--- src/rtl/key_debounce_pkg.sv ---
// key_debounce_pkg: shared FSM state, key codes and counter sizing for the key debouncer
package key_pkg;
  typedef enum logic [1:0] {IDLE, PRESS_CHK, HELD, REL_CHK} key_state_t;
  localparam logic [1:0] KEY_NONE = 2'd0;
  localparam logic [1:0] KEY_G = 2'd1;
  localparam logic [1:0] KEY_F = 2'd2;
  localparam logic [1:0] KEY_E = 2'd3;
  function automatic int cnt_width(input int d, input int r);
    return $clog2((d > r ? d : r) + 1);
  endfunction
endpackage

--- src/rtl/key_debounce_if.sv ---
// key_debounce_if: raw key inputs and debounced key events between a key source and the debouncer
interface key_debounce_if;
  logic [2:0] key_n;
  logic [2:0] key_level;
  logic [2:0] key_press;
  logic [2:0] key_release;
  logic [1:0] key_code;
  logic       key_valid;
  modport master (output key_n, input key_level, key_press, key_release, key_code, key_valid);
  modport slave (input key_n, output key_level, key_press, key_release, key_code, key_valid);
endinterface

--- src/rtl/key_debounce_ch.sv ---
// key_debounce_ch: one-key synchronizer, qualification counter and press/release FSM (auto-repeat under KEY_AUTOREPEAT_EN)
module key_debounce_ch
  import key_pkg::*;
#(
  parameter int DEBOUNCE_CYCLES = 2_000_000,
  parameter int REPEAT_CYCLES = 50_000_000
) (
  input  logic sys_clk,
  input  logic sys_rst_n,
  input  logic key_n,
  output logic level,
  output logic press,
  output logic rel
);
  localparam int CW = cnt_width(DEBOUNCE_CYCLES, REPEAT_CYCLES);
  localparam logic [CW-1:0] DB_LAST = CW'(DEBOUNCE_CYCLES - 1);
  logic [1:0] sync;
  logic [CW-1:0] cnt;
  key_state_t state;
  logic pressed;
  assign pressed = ~sync[1];
  // two-flop synchronizer, resets to released
  always_ff @(posedge sys_clk or negedge sys_rst_n)
    if (!sys_rst_n) sync <= 2'b11;
    else sync <= {sync[0], key_n};
  // debounce FSM; level and pulses are registered with the state
  always_ff @(posedge sys_clk or negedge sys_rst_n)
    if (!sys_rst_n) begin
      state <= IDLE;
      cnt <= '0;
      level <= 1'b0;
      press <= 1'b0;
      rel <= 1'b0;
    end else begin
      press <= 1'b0;
      rel <= 1'b0;
      case (state)
        IDLE:
          if (pressed) begin
            state <= PRESS_CHK;
            cnt <= '0;
          end
        PRESS_CHK:
          if (!pressed) state <= IDLE;
          else if (cnt == DB_LAST) begin
            state <= HELD;
            cnt <= '0;
            level <= 1'b1;
            press <= 1'b1;
          end else cnt <= cnt + 1'b1;
        HELD:
          if (!pressed) begin
            state <= REL_CHK;
            cnt <= '0;
          end
`ifdef KEY_AUTOREPEAT_EN
          else if (cnt == CW'(REPEAT_CYCLES - 1)) begin
            cnt <= '0;
            press <= 1'b1;
          end else cnt <= cnt + 1'b1;
`endif
        REL_CHK:
          if (pressed) begin
            state <= HELD;
            cnt <= '0;
          end else if (cnt == DB_LAST) begin
            state <= IDLE;
            level <= 1'b0;
            rel <= 1'b1;
          end else cnt <= cnt + 1'b1;
        default: state <= IDLE;
      endcase
    end
endmodule

--- src/rtl/key_debounce.sv ---
// key_debounce: three debounced keys (E,F,G) with press priority encoding; KEY_AUTOREPEAT_EN enables auto-repeat
module key_debounce
  import key_pkg::*;
#(
  parameter int DEBOUNCE_CYCLES = 2_000_000,
  parameter int REPEAT_CYCLES = 50_000_000
) (
  input logic sys_clk,
  input logic sys_rst_n,
  key_debounce_if.slave bus
);
  logic [2:0] level, press, rel;
  logic [1:0] code;
  logic valid;
  for (genvar i = 0; i < 3; i++) begin : g_ch
    key_debounce_ch #(.DEBOUNCE_CYCLES(DEBOUNCE_CYCLES), .REPEAT_CYCLES(REPEAT_CYCLES)) u_ch (
      .sys_clk(sys_clk),
      .sys_rst_n(sys_rst_n),
      .key_n(bus.key_n[i]),
      .level(level[i]),
      .press(press[i]),
      .rel(rel[i])
    );
  end
  // strobe one cycle after any press; code keeps the highest pressed key until the next strobe
  always_ff @(posedge sys_clk or negedge sys_rst_n)
    if (!sys_rst_n) begin
      valid <= 1'b0;
      code <= KEY_NONE;
    end else begin
      valid <= |press;
      if (|press) code <= press[2] ? KEY_E : press[1] ? KEY_F : KEY_G;
    end
  assign bus.key_level = level;
  assign bus.key_press = press;
  assign bus.key_release = rel;
  assign bus.key_code = code;
  assign bus.key_valid = valid;
endmodule

--- src/flat_wrapper.sv ---
// flat-port wrapper written by rule: the top's interface ports become plain ports
module key_debounce_flat import key_pkg::*;
#(
  parameter int DEBOUNCE_CYCLES = 2_000_000,
  parameter int REPEAT_CYCLES = 50_000_000
)
  (sys_clk, sys_rst_n, bus_key_n, bus_key_level, bus_key_press, bus_key_release, bus_key_code, bus_key_valid);
  key_debounce_if bus_i ();
  input logic sys_clk;
  input logic sys_rst_n;
  input wire logic [$bits(bus_i.key_n)-1:0] bus_key_n;
  output wire logic [$bits(bus_i.key_level)-1:0] bus_key_level;
  output wire logic [$bits(bus_i.key_press)-1:0] bus_key_press;
  output wire logic [$bits(bus_i.key_release)-1:0] bus_key_release;
  output wire logic [$bits(bus_i.key_code)-1:0] bus_key_code;
  output wire logic [$bits(bus_i.key_valid)-1:0] bus_key_valid;
  assign bus_i.key_n = bus_key_n;
  assign bus_key_level = bus_i.key_level;
  assign bus_key_press = bus_i.key_press;
  assign bus_key_release = bus_i.key_release;
  assign bus_key_code = bus_i.key_code;
  assign bus_key_valid = bus_i.key_valid;
  key_debounce #(.DEBOUNCE_CYCLES(DEBOUNCE_CYCLES), .REPEAT_CYCLES(REPEAT_CYCLES)) u_core (.sys_clk(sys_clk), .sys_rst_n(sys_rst_n), .bus(bus_i));
endmodule
--- config.mk ---
export PLATFORM = sky130hd
export DESIGN_NAME = key_debounce_flat
export DESIGN_NICKNAME = d
export VERILOG_FILES = /design/src/rtl/key_debounce_pkg.sv /design/src/rtl/key_debounce_if.sv /design/src/rtl/key_debounce_ch.sv /design/src/rtl/key_debounce.sv /design/src/flat_wrapper.sv
export SDC_FILE = /design/constraint.sdc
export NUM_CORES = 1
export LEC_CHECK = 0
export BUFFER_PORTS_ARGS = -buffer_cell sky130_fd_sc_hd__buf_2
export CORE_MARGIN = 2
export CORE_UTILIZATION = 53
export CTS_CLUSTER_DIAMETER = 120
export CTS_CLUSTER_SIZE = 20
export DETAILED_ROUTE_END_ITERATION = 12
export PLACE_DENSITY = 0.68
export SYNTH_ARGS = -nofsm -noshare
export SYNTH_HDL_FRONTEND = slang
export SYNTH_SLANG_ARGS = --single-unit
--- constraint.sdc ---
create_clock -name sys_clk -period 3.5 [get_ports sys_clk]
set_clock_uncertainty 0.2 [all_clocks]
set_input_delay 0.525 -clock sys_clk [delete_from_list [all_inputs] [get_ports sys_clk]]
set_output_delay 0.525 -clock sys_clk [all_outputs]
set_load 0.01 [all_outputs]
* Word-level counts from Yosys, hierarchy flattened
Index checks and enable logic that the tools add are counted.
Storage, ports and cells: register bits 102
Operators by class: $add $sub $neg 3, equal/unequal tests 39, muxes and demuxes 74, reduce and logical (&&, ||, !) cells 16
Operators with widths (count):
- 2-to-1 mux 26 bit | 18
- case mux 26 bit (4 select lines) | 3
- adder 26 x 1 -> 26 bit (second input constant) | 3
- == test 26 x 21 -> 1 bit (second input constant) | 3
- 2-to-1 mux 2 bit | 20
- != test 2 bit (second input constant) | 18
- 2-to-1 mux 1 bit | 27
- != test 3 bit (second input constant) | 9
- case mux 2 bit (4 select lines) | 3
- AND reduction 4 bit | 6
- AND reduction 5 bit | 3
- == test 2 bit (second input constant) | 6
- == test 2 x 1 -> 1 bit (second input constant) | 3
- zero test 2 bit | 3
- case mux 1 bit (2 select lines) | 3
- nonzero test 2 bit | 3
- OR reduction 3 bit | 1

* Depth between registers and ports, before layout
word-level depth 4, depth in mapped cells 10, depth with buffers taken out 7

* Modules after synthesis
From an unflattened synthesis, not the netlist that was laid out.
Second synthesis, totals: cells, all modules 653, area, all modules 5858.1 um^2
Modules (own cells, without submodules):
- key_debounce_ch at u_core.g_ch[2].u_ch | instances 1, cells an instance 224, area an instance 1945.6 um^2, sequential area each 828.3 um^2
- key_debounce_ch at u_core.g_ch[1].u_ch | instances 1, cells an instance 207, area an instance 1925.6 um^2, sequential area each 828.3 um^2
- key_debounce_ch at u_core.g_ch[0].u_ch | instances 1, cells an instance 213, area an instance 1881.8 um^2, sequential area each 828.3 um^2
- key_debounce | instances 1, cells an instance 9, area an instance 105.1 um^2, sequential area each 75.1 um^2

* Worst setup path before layout
Ideal clock, no wire load.
path kind flip-flop to flip-flop, start point register u_core.g_ch[1].u_ch.cnt[0], end point register u_core.g_ch[1].u_ch.cnt[1], setup time 0.121 ns, data arrival time 1.983 ns, path slack 1.196 ns, cell stages (with the launch flop) 9, buffers on the path 2, clock period less this slack 2.304 ns, cells stage by stage dfrtp_1 ha_1 nand4_1 or2_4 or3_4 and3_4 buf_6 buf_6 a22o_1
Between the ends: word-level cells in the longest chain between the ends 4, elaborated cells on any way between the ends 9
Ends and longest elaborated chain:
- from (decl) | RTL line key_debounce_ch.sv:18 | logic [CW-1:0] cnt;
- from (signal assigned) | RTL line key_debounce_ch.sv:50 | end else cnt <= cnt + 1'b1;
- from (signal assigned) | RTL line key_debounce_ch.sv:70 | end else cnt <= cnt + 1'b1;
- adder 26 x 1 -> 26 bit / == test 26 x 21 -> 1 bit (equally long branches)
- 2-to-1 mux 26 bit, on equally long branches | RTL line key_debounce_ch.sv:66, key_debounce_ch.sv:45
- 2-to-1 mux 26 bit, on equally long branches | RTL line key_debounce_ch.sv:63, key_debounce_ch.sv:44
- case mux 26 bit (4 select lines) | RTL line key_debounce_ch.sv:37 | case (state)
Parallel ways exist; a longest one is shown, timed or not. The select of a mux whose other input is x is not followed. A chain may end at the register's enable or synchronous reset.

* Worst setup path after layout
start point register u_core.g_ch[0].u_ch.cnt[0], end point register u_core.g_ch[0].u_ch.cnt[21]
Between the ends: word-level cells in the longest chain between the ends 4, elaborated cells on any way between the ends 9
Ends and longest elaborated chain (RTL line):
- from (decl) | key_debounce_ch.sv:18
- from (signal assigned) | key_debounce_ch.sv:50
- from (signal assigned) | key_debounce_ch.sv:70
- adder 26 x 1 -> 26 bit / == test 26 x 21 -> 1 bit (equally long branches)
- 2-to-1 mux 26 bit, on equally long branches | key_debounce_ch.sv:66, key_debounce_ch.sv:45
- 2-to-1 mux 26 bit, on equally long branches | key_debounce_ch.sv:63, key_debounce_ch.sv:44
- case mux 26 bit (4 select lines) | key_debounce_ch.sv:37
Parallel ways exist; a longest one is shown, timed or not. The select of a mux whose other input is x is not followed.

==> flow_summary.ini <==
[floorplanning]
die_w_um = 109.2
dieArea_mm2 = 0.01192
die_h_um = 109.2
core_area_mm2 = 0.01084
start_util_pct = 54.10
io_pins = 17
rows = 38

[timing]
relSlewSlack_pct = 43.64
worst_slew_pin_slew_ps = 845.3
fin_crit_sh_pct = 78.59
slew_viol_final = 0
finalSetupViolations = 0
rsz0062_at_grt = false
finalSetupTns_ps = 0
fin_crit_ps = 2751
max_clock_freq_mhz = 363.6
hold_violations = 0

[logic_synthesis]
ys_ff_latch = 102
synth-edff-count = 0
yosys_warnings = 0
syn_area_mm2 = 0.005864
synth_fp_nets = 669
netlist_instances = 661
syn-mean-instance-area_um2 = 8.872
async_flop_share_pct = 100.0
synth.distinct_cells = 62
seq_area_frac_synth_pct = 43.65
synth-main-ff-cell = dfrtp_1

[final_layout]
fin_area_mm2 = 0.006166
nets = 661
drive_gt1_share_pct = 12.46
insertedDiodeCount = 0
area_growth_pct = 5.142
post-route-util_pct = 56.88

[pwr]
powerDensity_mw_per_mm2 = 350.3
power_uw = 2160
irDropWorstVdd_uv = 297.5
leakagePower_uw = 0.002493

[worst_setup_path]
critPathTopFamily = simple AND/OR/NAND/NOR gates
crit_path_top_delay_cell = nor3_4
worst-setup-path-type = flip-flop to flip-flop
critPathMaxFanout = 16
path_cells = ha_1, and3_1, nand3_1, nor3_4, nor3_2, nor4_4, buf_4, nor2_1
critPathArrivalTime_ps = 2820
slowest_delay_ps = 590
worst_setup_path_end_kind = flip-flop
crit_buf_inv = 1
critPathRequiredTime_ps = 3570
worstSetupStartpointType = flip-flop

[global_routing]
grt_max_degree = 67
gr-usage-all-layers_pct = 23.08
antenna_found_initial = 0
grt_pass1_wl_um = 21780
first_global_vias = 4555
grt-ovfl-total = 0

[clock_network]
cts_setup_buffers = 0
insertion_delay_ps = 390
cts_resized = 0
cts_buffers = 9
clock-sinks = 102
ctsHtreeMaxLevel = 3
clkTransAtPathRegs_ps = 110
cts_tree = built
cts_hold_buf = 2
root_buffer = clkbuf_8
cts_buffer_depth = 2

[routing]
drt_iter0_drc = 308
via_per_inst = 6.214
ant_nets = 0
dr.pass1.iters = 5
drc_errors = 0
vias = 4959
wl_per_cell_um = 16.05
wl_um = 12810

[worst_hold_path]
min_path_type = input pin to asynchronous set/reset pin

[outcome]
status = complete, no violations

[placement]
place_hpwl_um = 8760
io_buffers = 16
globalplace.congestion = 0.8512
placed_area_mm2 = 0.005934

[run]
drv_cap = 0
final timing paths:
path / from / to / slack (ps) / depth (start not counted)
worst max-delay path: u_core.g_ch[0].u_ch.cnt[0] / u_core.g_ch[0].u_ch.cnt[21] / 750 / 8
worst min-delay path: sys_rst_n / u_core.g_ch[0].u_ch.cnt[6] / 30 / 1
worst max register to register: u_core.g_ch[0].u_ch.cnt[0] / u_core.g_ch[0].u_ch.cnt[21] / 750 / 8
worst min register to register: u_core.g_ch[2].u_ch.sync[0] / u_core.g_ch[2].u_ch.sync[1] / 160 / 0
max in group asynchronous: sys_rst_n / u_core.g_ch[2].u_ch.sync[0] / 2310 / 2
min in group sys_clk: u_core.g_ch[2].u_ch.sync[0] / u_core.g_ch[2].u_ch.sync[1] / 160 / 0
sequential cells by signal, indices dropped and copies added (netlist names), named ones only:
signal,flops
u_core.bus.key_valid,1
u_core.g_ch.u_ch.state,3
u_core.bus.key_code,2
u_core.g_ch.u_ch.rel,3
u_core.g_ch.u_ch.sync,6
u_core.g_ch.u_ch.cnt,78
u_core.g_ch.u_ch.press,3
u_core.g_ch.u_ch.level,3
worst register-to-register path, cell delays in order, from the launching register on:
cell     delay [ps]
dfrtp_1         480
ha_1            230
and3_1          180
nand3_1         300
nor3_4          590
nor3_2          130
nor4_4          140
buf_4           290
nor2_1           90
cells by family after synthesis:
| kind of cell | count (synthesis) | share of synthesized area (%) |
|---|---|---|
| flops | 102 | 43.65 |
| simple gates | 283 | 27.25 |
| xor+xnor | 15 | 2.240 |
| compound gates | 200 | 20.59 |
| mux | 2 | 0.3414 |
| buf+inv | 56 | 5.291 |
| fa+ha+maj | 3 | 0.6401 |
per-stage QoR:
stage / worst slack (ps) / cells / hold WS, ps
final: 749.4 / 798 / 34.97
after global routing: 495.2 / 798 / 93.92
after CTS: 754.2 / 797 / 10.25
after detailed placement: 786.9 / 779 / 148.2
after global placement: 875.3 / 779 / 145.4
after floorplan: 1196 / 661 / 29.41
cell usage in the layout, fill, tap and decap left out, drive strengths merged, types with 12 or more instances in the layout:
cell type / instances
nor3: 21
or3: 12
inv: 13
nand4: 25
xnor2: 13
nor2: 66
a21oi: 34
dfrtp: 96
nand2: 68
nand3: 30
and3: 14
a31oi: 28
buf: 24
o21ai: 81
o31ai: 18
nor4: 14
synthesized netlist by cell type (5+ instances only):
| master | n | area, um^2 |
|---|---|---|
| a211oi_1 | 7 | 52.55 |
| a21oi_1 | 34 | 170.2 |
| a22o_1 | 6 | 52.55 |
| a31oi_1 | 28 | 175.2 |
| and2_1 | 7 | 43.79 |
| and3_1 | 13 | 81.33 |
| and4_1 | 5 | 43.79 |
| buf_2 | 10 | 50.05 |
| buf_4 | 13 | 97.59 |
| buf_6 | 5 | 56.30 |
| clkbuf_1 | 17 | 63.81 |
| dfrtp_1 | 96 | 2402 |
| dfstp_2 | 6 | 157.7 |
| inv_1 | 10 | 37.54 |
| nand2_1 | 66 | 247.7 |
| nand3_1 | 30 | 150.1 |
| nand4_1 | 22 | 137.6 |
| nor2_1 | 56 | 210.2 |
| nor2_2 | 10 | 62.56 |
| nor3_1 | 17 | 85.08 |
| nor4_1 | 7 | 43.79 |
| o21ai_0 | 63 | 315.3 |
| o21ai_1 | 18 | 90.09 |
| o31ai_1 | 18 | 135.1 |
| or3_1 | 11 | 68.82 |
| xnor2_1 | 13 | 113.9 |
cell type report:
type                            count  area (um^2)
Sequential cell                   102         2560
Clock inverter                      6        63.81
Fill cell                         972         4674
Multi-Input combinational cell    503         3007
Tap cell                          140        175.2
Clock buffer                       10        137.6
Inverter                           10        37.54
Timing Repair Buffer               27        185.2
metal layers:
layer	up-vias	wire length, um	GRT usage (%)
met5	-	0	0
met2	106	6140	36.34
met1	2410	5926	31.34
met4	0	143	6.781
met3	13	597	6.276
li1	2430	-	-
where the power goes:
part / internal [uW] / switching (uW)
clock: 298 / 466
combinational: 51.3 / 93.6
sequential: 1210 / 44.8
total: 1560 / 604
Power figures use the tool's default switching activity.
